--- config.mk ---
export PLATFORM = sky130hd
export DESIGN_NAME = elem_out_packer_flat
export DESIGN_NICKNAME = d
export VERILOG_FILES = /design/src/rtl/elem_out_packer_pkg.sv /design/src/rtl/elem_out_packer_if.sv /design/src/rtl/elem_out_packer_sync_word_fifo.sv /design/src/rtl/elem_out_packer.sv /design/src/flat_wrapper.sv
export SDC_FILE = /design/constraint.sdc
export NUM_CORES = 1
export LEC_CHECK = 0
export CAP_MARGIN = 10
export CELL_PAD_IN_SITES_DETAIL_PLACEMENT = 1
export CELL_PAD_IN_SITES_GLOBAL_PLACEMENT = 1
export CORE_AREA = 2 2 197 247
export DETAILED_ROUTE_END_ITERATION = 10
export DIE_AREA = 0 0 199 249
export PLACE_DENSITY_LB_ADDON = 0.1
export SLEW_MARGIN = 10
export SYNTH_ARGS = -nofsm -noshare
export SYNTH_HDL_FRONTEND = slang
export SYNTH_SLANG_ARGS = --single-unit
--- constraint.sdc ---
create_clock -name clk_i -period 9.48 [get_ports clk_i]
set_clock_uncertainty 0.2 [all_clocks]
set_input_delay 2.37 -clock clk_i [delete_from_list [all_inputs] [get_ports clk_i]]
set_output_delay 2.37 -clock clk_i [all_outputs]
set_load 0.005 [all_outputs]
--- src/rtl/elem_out_packer_pkg.sv ---
// Shared constants and FSM encoding for the int8 result packer.
package elem_out_packer_pkg;

   localparam int INT8_SIZE  = 8;
   localparam int PACK_LANES = 8;

   typedef enum logic [1:0] {
      ST_IDLE    = 2'd0,
      ST_COLLECT = 2'd1,
      ST_DRAIN   = 2'd2,
      ST_DONE    = 2'd3
   } state_e;

endpackage

--- src/rtl/elem_out_packer_if.sv ---
// Control, int8 input stream and packed-word output stream of the result packer.
interface elem_out_packer_if #(
   parameter int PACK  = 8,
   parameter int LEN_W = 32
);
   import elem_out_packer_pkg::*;

   logic                      start;
   logic [LEN_W-1:0]          total_len;
   logic                      in_valid;
   logic [INT8_SIZE-1:0]      in_data;
   logic                      out_valid;
   logic                      out_ready;
   logic [PACK*INT8_SIZE-1:0] out_data;
   logic [PACK-1:0]           out_strb;
   logic                      out_last;
   logic                      busy;
   logic                      done;
   logic                      overflow;

   modport master (
      output start, total_len, in_valid, in_data, out_ready,
      input  out_valid, out_data, out_strb, out_last, busy, done, overflow
   );

   modport slave (
      input  start, total_len, in_valid, in_data, out_ready,
      output out_valid, out_data, out_strb, out_last, busy, done, overflow
   );

endinterface

--- src/rtl/elem_out_packer_sync_word_fifo.sv ---
// Generic first-word-fall-through FIFO, one-cycle write-to-read latency.
// A push into a full FIFO is only taken when a pop happens on the same edge.
module sync_word_fifo #(
   parameter int WIDTH = 8,
   parameter int DEPTH = 4
) (
   input  logic             clk_i,
   input  logic             rst_ni,
   input  logic             push_i,
   input  logic [WIDTH-1:0] push_dat_i,
   input  logic             pop_i,
   output logic [WIDTH-1:0] pop_dat_o,
   output logic             full_o,
   output logic             empty_o
);
   localparam int AW = $clog2(DEPTH);
   localparam int CW = AW + 1;

   logic [WIDTH-1:0] mem_q [DEPTH];
   logic [AW-1:0]    wr_ptr_q, wr_ptr_d, rd_ptr_q, rd_ptr_d;
   logic [CW-1:0]    count_q, count_d;
   logic             do_push, do_pop;

   assign empty_o = (count_q == '0);
   assign full_o  = (count_q == CW'(DEPTH));
   assign do_pop  = pop_i && !empty_o;
   assign do_push = push_i && (!full_o || do_pop);

   // Gated so an empty FIFO presents zeros rather than stale storage.
   assign pop_dat_o = empty_o ? '0 : mem_q[rd_ptr_q];

   always_comb begin
      wr_ptr_d = wr_ptr_q;
      rd_ptr_d = rd_ptr_q;
      count_d  = count_q;
      if (do_push) wr_ptr_d = wr_ptr_q + AW'(1);
      if (do_pop)  rd_ptr_d = rd_ptr_q + AW'(1);
      case ({do_push, do_pop})
         2'b10:   count_d = count_q + CW'(1);
         2'b01:   count_d = count_q - CW'(1);
         default: count_d = count_q;
      endcase
   end

   always_ff @(posedge clk_i or negedge rst_ni) begin
      if (!rst_ni) begin
         wr_ptr_q <= '0;
         rd_ptr_q <= '0;
         count_q  <= '0;
      end else begin
         wr_ptr_q <= wr_ptr_d;
         rd_ptr_q <= rd_ptr_d;
         count_q  <= count_d;
      end
   end

   always_ff @(posedge clk_i) begin
      if (do_push) mem_q[wr_ptr_q] <= push_dat_i;
   end

endmodule

--- src/rtl/elem_out_packer.sv ---
// Packs PACK int8 results into a wide word; word visible one cycle after its last byte.
// Upstream is never stalled: words arriving at a full, non-popping FIFO are dropped and flagged.
module elem_out_packer
   import elem_out_packer_pkg::*;
#(
   parameter int PACK       = PACK_LANES,
   parameter int FIFO_DEPTH = 4,
   parameter int LEN_W      = 32
) (
   input logic              clk_i,
   input logic              rst_ni,
   elem_out_packer_if.slave bus_if
);
   localparam int DW = PACK * INT8_SIZE;
   localparam int FW = DW + PACK + 1;
   localparam int LW = $clog2(PACK);

   state_e           state_q, state_d;
   logic [LEN_W-1:0] len_q, len_d, elem_q, elem_d;
   logic [LW-1:0]    lane_q, lane_d;
   logic [DW-1:0]    asm_q, asm_d, merged;
   logic [PACK-1:0]  strb;
   logic             ovf_q, ovf_d;
   logic             last_elem, push, pop, fifo_full, fifo_empty;
   logic [FW-1:0]    fifo_rd;

   assign pop       = bus_if.out_ready && !fifo_empty;
   assign last_elem = (elem_q == len_q - LEN_W'(1));

   // Word as it would look with the current byte dropped into its lane.
   always_comb begin
      merged = asm_q;
      merged[int'(lane_q)*INT8_SIZE +: INT8_SIZE] = bus_if.in_data;
      strb = '0;
      for (int k = 0; k < PACK; k++) strb[k] = (k <= int'(lane_q));
   end

   always_comb begin
      state_d = state_q;
      len_d   = len_q;
      elem_d  = elem_q;
      lane_d  = lane_q;
      asm_d   = asm_q;
      push    = 1'b0;
      ovf_d   = ovf_q | (push_req_drop());
      case (state_q)
         ST_IDLE: begin
            if (bus_if.start) begin
               if (bus_if.total_len != '0) begin
                  state_d = ST_COLLECT;
                  len_d   = bus_if.total_len;
                  elem_d  = '0;
                  lane_d  = '0;
                  asm_d   = '0;
                  ovf_d   = 1'b0;
               end else begin
                  state_d = ST_DONE;
               end
            end
         end
         ST_COLLECT: begin
            if (bus_if.in_valid) begin
               elem_d = elem_q + LEN_W'(1);
               if (lane_q == LW'(PACK - 1) || last_elem) begin
                  push   = 1'b1;
                  asm_d  = '0;
                  lane_d = '0;
                  if (last_elem) state_d = ST_DRAIN;
               end else begin
                  asm_d  = merged;
                  lane_d = lane_q + LW'(1);
               end
            end
         end
         ST_DRAIN: begin
            // Empty also covers a final word that was dropped on overflow.
            if ((pop && fifo_rd[FW-1]) || fifo_empty) state_d = ST_DONE;
         end
         default: state_d = ST_IDLE;
      endcase
   end

   function automatic logic push_req_drop();
      return (state_q == ST_COLLECT) && bus_if.in_valid
             && (lane_q == LW'(PACK - 1) || last_elem)
             && fifo_full && !pop;
   endfunction

   always_ff @(posedge clk_i or negedge rst_ni) begin
      if (!rst_ni) begin
         state_q <= ST_IDLE;
         len_q   <= '0;
         elem_q  <= '0;
         lane_q  <= '0;
         asm_q   <= '0;
         ovf_q   <= 1'b0;
      end else begin
         state_q <= state_d;
         len_q   <= len_d;
         elem_q  <= elem_d;
         lane_q  <= lane_d;
         asm_q   <= asm_d;
         ovf_q   <= ovf_d;
      end
   end

   sync_word_fifo #(
      .WIDTH (FW),
      .DEPTH (FIFO_DEPTH)
   ) u_fifo (
      .clk_i      (clk_i),
      .rst_ni     (rst_ni),
      .push_i     (push),
      .push_dat_i ({last_elem, strb, merged}),
      .pop_i      (bus_if.out_ready),
      .pop_dat_o  (fifo_rd),
      .full_o     (fifo_full),
      .empty_o    (fifo_empty)
   );

   assign bus_if.out_valid = !fifo_empty;
   assign bus_if.out_data  = fifo_rd[DW-1:0];
   assign bus_if.out_strb  = fifo_rd[DW +: PACK];
   assign bus_if.out_last  = fifo_rd[FW-1];
   assign bus_if.busy      = (state_q != ST_IDLE);
   assign bus_if.done      = (state_q == ST_DONE);
   assign bus_if.overflow  = ovf_q;

endmodule

--- src/flat_wrapper.sv ---
// flat-port wrapper written by rule: the top's interface ports become plain ports
module elem_out_packer_flat import elem_out_packer_pkg::*;
#(
   parameter int PACK       = PACK_LANES,
   parameter int FIFO_DEPTH = 4,
   parameter int LEN_W      = 32
)
  (clk_i, rst_ni, bus_if_start, bus_if_total_len, bus_if_in_valid, bus_if_in_data, bus_if_out_ready, bus_if_out_valid, bus_if_out_data, bus_if_out_strb, bus_if_out_last, bus_if_busy, bus_if_done, bus_if_overflow);
  elem_out_packer_if #(.PACK(PACK), .LEN_W(LEN_W)) bus_if_i ();
  input logic clk_i;
  input logic rst_ni;
  input wire logic [$bits(bus_if_i.start)-1:0] bus_if_start;
  input wire logic [$bits(bus_if_i.total_len)-1:0] bus_if_total_len;
  input wire logic [$bits(bus_if_i.in_valid)-1:0] bus_if_in_valid;
  input wire logic [$bits(bus_if_i.in_data)-1:0] bus_if_in_data;
  input wire logic [$bits(bus_if_i.out_ready)-1:0] bus_if_out_ready;
  output wire logic [$bits(bus_if_i.out_valid)-1:0] bus_if_out_valid;
  output wire logic [$bits(bus_if_i.out_data)-1:0] bus_if_out_data;
  output wire logic [$bits(bus_if_i.out_strb)-1:0] bus_if_out_strb;
  output wire logic [$bits(bus_if_i.out_last)-1:0] bus_if_out_last;
  output wire logic [$bits(bus_if_i.busy)-1:0] bus_if_busy;
  output wire logic [$bits(bus_if_i.done)-1:0] bus_if_done;
  output wire logic [$bits(bus_if_i.overflow)-1:0] bus_if_overflow;
  assign bus_if_i.start = bus_if_start;
  assign bus_if_i.total_len = bus_if_total_len;
  assign bus_if_i.in_valid = bus_if_in_valid;
  assign bus_if_i.in_data = bus_if_in_data;
  assign bus_if_i.out_ready = bus_if_out_ready;
  assign bus_if_out_valid = bus_if_i.out_valid;
  assign bus_if_out_data = bus_if_i.out_data;
  assign bus_if_out_strb = bus_if_i.out_strb;
  assign bus_if_out_last = bus_if_i.out_last;
  assign bus_if_busy = bus_if_i.busy;
  assign bus_if_done = bus_if_i.done;
  assign bus_if_overflow = bus_if_i.overflow;
  elem_out_packer #(.PACK(PACK), .FIFO_DEPTH(FIFO_DEPTH), .LEN_W(LEN_W)) u_core (.clk_i(clk_i), .rst_ni(rst_ni), .bus_if(bus_if_i));
endmodule
Word-level counts from Yosys, hierarchy flattened. Memory sizes are Yosys's and may differ from the RTL's. Cells that the tools add are included. W data, S select, Z words.

Equal/unequal tests: 14. Add/sub/neg operators: 8. Reduce and logical (&&, ||, !) cells: 22. Divide/modulo/power cells: 0. $mul: 0. Bitwise gates (word level): 1. Shifts and indexed selects: 2. $lt $le $gt $ge: 7. Mux-type cells: 32.

Operators with widths (count): $mux W64 (4); $pmux W64 S2 (1); $mux W32 (3); $mux W73 (1); $bwmux W64 (1); $pmux W32 S2 (1); $shift A8 B33 Y64 const A (1); $shiftx A8 B33 Y64 (1); $neg A6 Y33 (1); $add A32 B1 Y32 const B (1); $eq A32 B32 Y1 (1); $reduce_bool A32 Y1 (1); $sub A32 B1 Y32 const B (1); $le A3 B3 Y1 const A (4); $mux W2 (6); $mux W3 (4); $pmux W3 S2 (2); $mux W1 (8); $logic_and A1 B1 Y1 (7); $add A3 B1 Y3 const B (2); $eq A2 B2 Y1 const B (3); $eq A3 B3 Y1 const B (2); $le A2 B3 Y1 const A (2); $ne A2 B1 Y1 const B (3); 15 further kinds (25).

Input bits: 45. Output and inout bits: 77. Register bits: 141. Word-level logic and storage cells: 96. Bits in latches: 0. Memories kept: 1. Bits in read-only memories: 0. Bits in writable memories: 288.

Memory list: u_core.u_fifo.mem_q (depth 4, width 72, read ports 1, clocked after memory_dff 0, write ports 1, line elem_out_packer_sync_word_fifo.sv:19) `logic [WIDTH-1:0] mem_q [DEPTH];`.

Logic depth before layout (Yosys ltp).
Word-level depth: 10. Gate-level depth with buffers: 15. Gate-level depth less buffers: 14.

Hierarchy. A second synthesis with hierarchy kept.

Cell total of the unflattened synthesis: 1260. Area, all modules: 19098.3 µm².

Modules (own cells, without submodules): sync_word_fifo (cells an instance 516, times used 1, area an instance 11512.3 µm², sequential area each 8943.6 µm²); elem_out_packer (cells an instance 744, times used 1, area an instance 7586.0 µm², sequential area each 3353.2 µm²).

Least setup slack after synthesis. Ideal clock, no wire load.

Kind: reg2reg. From: register u_core.len_q[0]. To: memory u_core.u_fifo.mem_q[0][0] in the netlist's numbering (enable). Arrival: 5.050 ns. Required time: 8.842 ns. Period minus slack after synthesis: 5.688 ns. Cell stages (with the launch flop): 13. Buffers on the path: 1. Library setup time: 0.438 ns. Slack: 3.792 ns. Cell sequence: dfrtp_1 -> inv_1 -> ha_1 -> or4b_1 -> clkbuf_1 -> nor3_1 -> and3_1 -> o211ai_1 -> or4_4 -> nor4_4 -> o21bai_4 -> nor2b_1 -> and2_1.

Word-level cells in the longest chain between the ends: 9.

Ends and longest elaborated chain: start: declaration (line elem_out_packer.sv:19) `logic [LEN_W-1:0] len_q, len_d, elem_q, elem_d;`; start signal: assignment (line elem_out_packer.sv:99) `len_q <= len_d;`; $sub A32 B1 Y32 (line elem_out_packer.sv:28) `assign last_elem = (elem_q == len_q - LEN_W'(1));`; $eq A32 B32 Y1 (line elem_out_packer.sv:28); $logic_or A1 B1 Y1 (line elem_out_packer.sv:64) `if (lane_q == LW'(PACK - 1) || last_elem) begin`; $mux W1 (line elem_out_packer.sv:64); $mux W1 (line elem_out_packer.sv:62) `if (bus_if.in_valid) begin`; $mux W1 (line elem_out_packer.sv:46) `case (state_q)`; $logic_and A1 B1 Y1 (line elem_out_packer_sync_word_fifo.sv:27) `assign do_push = push_i && (!full_o || do_pop);`; $mux W1 (line elem_out_packer_sync_word_fifo.sv:58) `if (do_push) mem_q[wr_ptr_q] <= push_dat_i;`; $mux W1 (not written as such) (line elem_out_packer_sync_word_fifo.sv:58); end: declaration (line elem_out_packer_sync_word_fifo.sv:19).

Every way passes these cells.

Worst setup path after layout.
From: register u_core.u_fifo.rd_ptr_q[0]. To: output bus_if_out_data[14].

Word-level cells in the longest chain between the ends: 2.

Ends and longest elaborated chain: start: declaration (line elem_out_packer_sync_word_fifo.sv:20) `logic [AW-1:0] wr_ptr_q, wr_ptr_d, rd_ptr_q, rd_ptr_d;`; start signal: assignment (line elem_out_packer_sync_word_fifo.sv:52) `rd_ptr_q <= rd_ptr_d;`; $mem_v2 Z4 W72; $mux W73 (line elem_out_packer_sync_word_fifo.sv:30) `assign pop_dat_o = empty_o ? '0 : mem_q[rd_ptr_q];`; end: declaration (line flat_wrapper.sv:18) `output wire logic [$bits(bus_if_i.out_data)-1:0] bus_if_out_data;`.

Every way passes these cells.

==> summary.md <==
| Metric | Value |
|---|---|
| Status | finished clean |
| Horiz. Die Dim | 199 um |
| Die Height | about 250 um |
| Reg clk slew, reported paths | about 0.060 ns |
| Maximum clock frequency | approximately 160 MHz |
| First-pass GRT wire length | between 70 and 80 mm |
| Number of buffers created by CTS | 43 |
| Tcrit/Tclk final | 0.645 |
| Worst vdd ir | between 150 and 200 uV |
| Routed Antenna Nets | 0 |
| Endpoints failing setup | 0 |
| Hold-fix buffers at CTS | 0 |
| Initial antenna violation count | 1 |
| MaxCap Viol Count | 0 |
| Clk buf depth | 3 |
| Critical path peak fanout | 47 |
| Antenna cell count | 0 |
| Hold Vio Cnt, Final | 0 |
| Post-synth top cells | 288 x edfxtp_1, 141 x dfrtp_1, 77 x and2_1, 76 x mux2_2 |
| Detailed Place HPWL | slightly below 30 mm |
| Root Buffer | clkbuf_16 |
| Iteration-0 DRC Markers | 569 |
| Number of buffers added on ports | 121 |
| Final Wtd Congestion | around 0.83 |
| Worst R2R Path Depth | 12 |
| Most frequent cell after synthesis | edfxtp_1 |
| # IOs | between 100 and 150 |
| Routed wl met3 | between 1.5 and 2 mm |
| RSZ-0062 raised after global routing | no |
| CP Capture Type | output pin |
| CP cell instances | buf_4 -> mux4_2 -> and2_1 -> clkdlybuf4s50_1 |
| CP peak stage delay | between 1 and 1.5 ns |
| Share of cells above drive strength 1 | 0.177 |
| Met2 wire len | 25.3 mm |
| Worst path arrival time | 3.54 ns |
| Post-route setup TNS | 0 ns |
| Area contributors post-synth | edfxtp_1 45%, dfrtp_1 18%, mux4_2 8.5% |
| Core area | about 47000 um2 |
| DRT Pass-1 Iters | 6 |
| Levels on crit path | 4 |
| WS Path Type | register to output pin |
| Rel. slew slack | 0.210 |
| Die ar. | a little under 50000 um2 |
| WL/cell | ~23 um |
| Max-slew violations | 0 |
| Register bit total from synthesis | 429 |
| FFs w/ async S/R, synth | 0.329 |
| Largest net degree at the start of global routing | a little over 80 |
| Gr usage total | 0.194 |
| CP required | between 6 and 7 ns |
| Slowest CP cell | dfrtp_4 |
| CTS tree | built |
| P_leak | 7.93 nW |
| Placed instance area | 21000 um2 |
| Design Area, Final | 22300 um2 |
| Setup ws final | ~3.4 ns |
| Cell variety after synth | just under 70 |
| Power Density | 273 nW/um2 |
| Total grt overflow | 0 |
| Via density per instance | about 5.6 |
| Tightest Pin Transition | around 1.2 ns |
| CP Launch Type | register |
| Via Count | about 11000 |
| Post-Syn Area per Cell | between 10 and 15 um2 |
| Worst skew pair latency | roughly 0.55 ns |
| Cells on Worst Hold Path | 1 |
| Num rows | 89 |
| Tightest Hold Check Type | register to register |
| Final wirelength | 47.1 mm |
| Uppermost layer routed | met4 |
| Post-CTS Resized | 0 |
| Primary FF master, synth | edfxtp_1 |
| Worst path buffer plus inverter count | 2 |
| Worst hold slack | between 0.2 and 0.3 ns |
| Setup WS pre-CTS | 3.32 ns |
| Post-synth top area cell | edfxtp_1 |
| Area growth syn-to-layout | 16.7% |
| Synthesized instance count | between 1000 and 1500 |
| Clk sinks | about 430 |
| # Post-CTS Setup Buffers | 0 |
| CTS H-tree depth | 2 |
| NumNets Final | ~1500 |
| Final Util | 0.474 |
| Number of synthesized flops with an enable pin | 288 |
| DRC | 0 |
| Syn nets | between 1000 and 1500 |
| Min Clock Period, post-route | about 6.1 ns |
| Ys Warns | 0 |
| Post-synthesis sequential area ratio | 0.636 |
| Largest delay share family, worst path | flip-flops |
| M1 WL | about 19 mm |
| Starting density of the core | 0.406 |
| Mapped Area | 19100 um2 |
| Synth top area share | 0.452 |
| Vias in the first global route | approximately 12000 |
## final cells by class
type | count | area (um2)
Multi-Input combinational cell | 759 | 6630
Fill cell | 4595 | 24800
Clock buffer | 58 | 1150
Tap cell | 637 | 797
Timing Repair Buffer | 134 | 1310
Sequential cell | 429 | 12200
Clock inverter | 20 | 185
Inverter | 21 | 78.8
## placed cells by master (no fill, tap or decap), drive strengths merged, types with 30 or more instances in the layout
master / synthesis / layout
nor4: 30 / 30
mux2: 77 / 77
edfxtp: 288 / 288
clkdlybuf4s50: 0 / 120
and2: 77 / 77
nor2: 56 / 56
o21ai: 57 / 57
nand3: 33 / 33
mux4: 72 / 72
nand2: 72 / 72
dfrtp: 141 / 141
xnor2: 30 / 30
a32o: 66 / 66
clkbuf: 56 / 58
## sequential cells by signal, indices dropped and copies added (netlist names)
register,count
u_core.u_fifo.count_q,3
u_core.u_fifo.wr_ptr_q,2
u_core.u_fifo.rd_ptr_q,2
u_core.asm_q,64
u_core.elem_q,32
u_core.u_fifo.mem_q,288
u_core.len_q,32
u_core.state_q,2
u_core.lane_q,3
u_core.bus_if.overflow,1
## report_power, final
part	internal (mW)	switching [mW]	leakage [nW]
Sequential	2.15	0.257	4.54
Clock	0.937	0.704	0.647
Combinational	1.08	0.960	2.74
Total	4.17	1.92	7.93
## final timing paths
path | end | start | slack, ns
max | bus_if_out_data[14] | u_core.u_fifo.rd_ptr_q[0]$_DFFE_PN0P_ | 3.37
min | u_core.asm_q[6]$_DFFE_PN0P_ | u_core.asm_q[6]$_DFFE_PN0P_ | 0.29
max reg2reg | u_core.u_fifo.mem_q[3][31]$_DFFE_PP_ | u_core.len_q[0]$_DFFE_PN0P_ | 3.53
min reg2reg | u_core.asm_q[6]$_DFFE_PN0P_ | u_core.asm_q[6]$_DFFE_PN0P_ | 0.29
max in group asynchronous | u_core.asm_q[25]$_DFFE_PN0P_ | rst_ni | 5.97
min in group asynchronous | u_core.len_q[1]$_DFFE_PN0P_ | rst_ni | 1.67
## logic make-up (layout without fill, tap and decap cells)
kind of cell,Yosys count,after routing,synth area share
AOI/OAI and AO/OA,182,182,0.0730
xor gates and xnor gates,57,57,0.0261
adders and majority gates,17,17,0.0115
buffers and inverters,94,233,0.0192
DFF,429,429,0.636
muxes,154,154,0.133
and+or+nand+nor,349,349,0.101
## metal layers
metal	up-vias	track usage
li1	5184	-
met3	73	0.0223
met2	192	0.354
met5	-	0
met1	6001	0.241
met4	0	0.0531
## metrics by stage
stage | instances | total power, mW
after floorplan | 1282 | 3.63
after global placement | 1980 | 4.51
after detailed placement | 1980 | 4.54
after CTS | 2058 | 6.20
after global routing | 2058 | 6.43
final | 2058 | 6.09
Power figures use the tool's default switching activity.
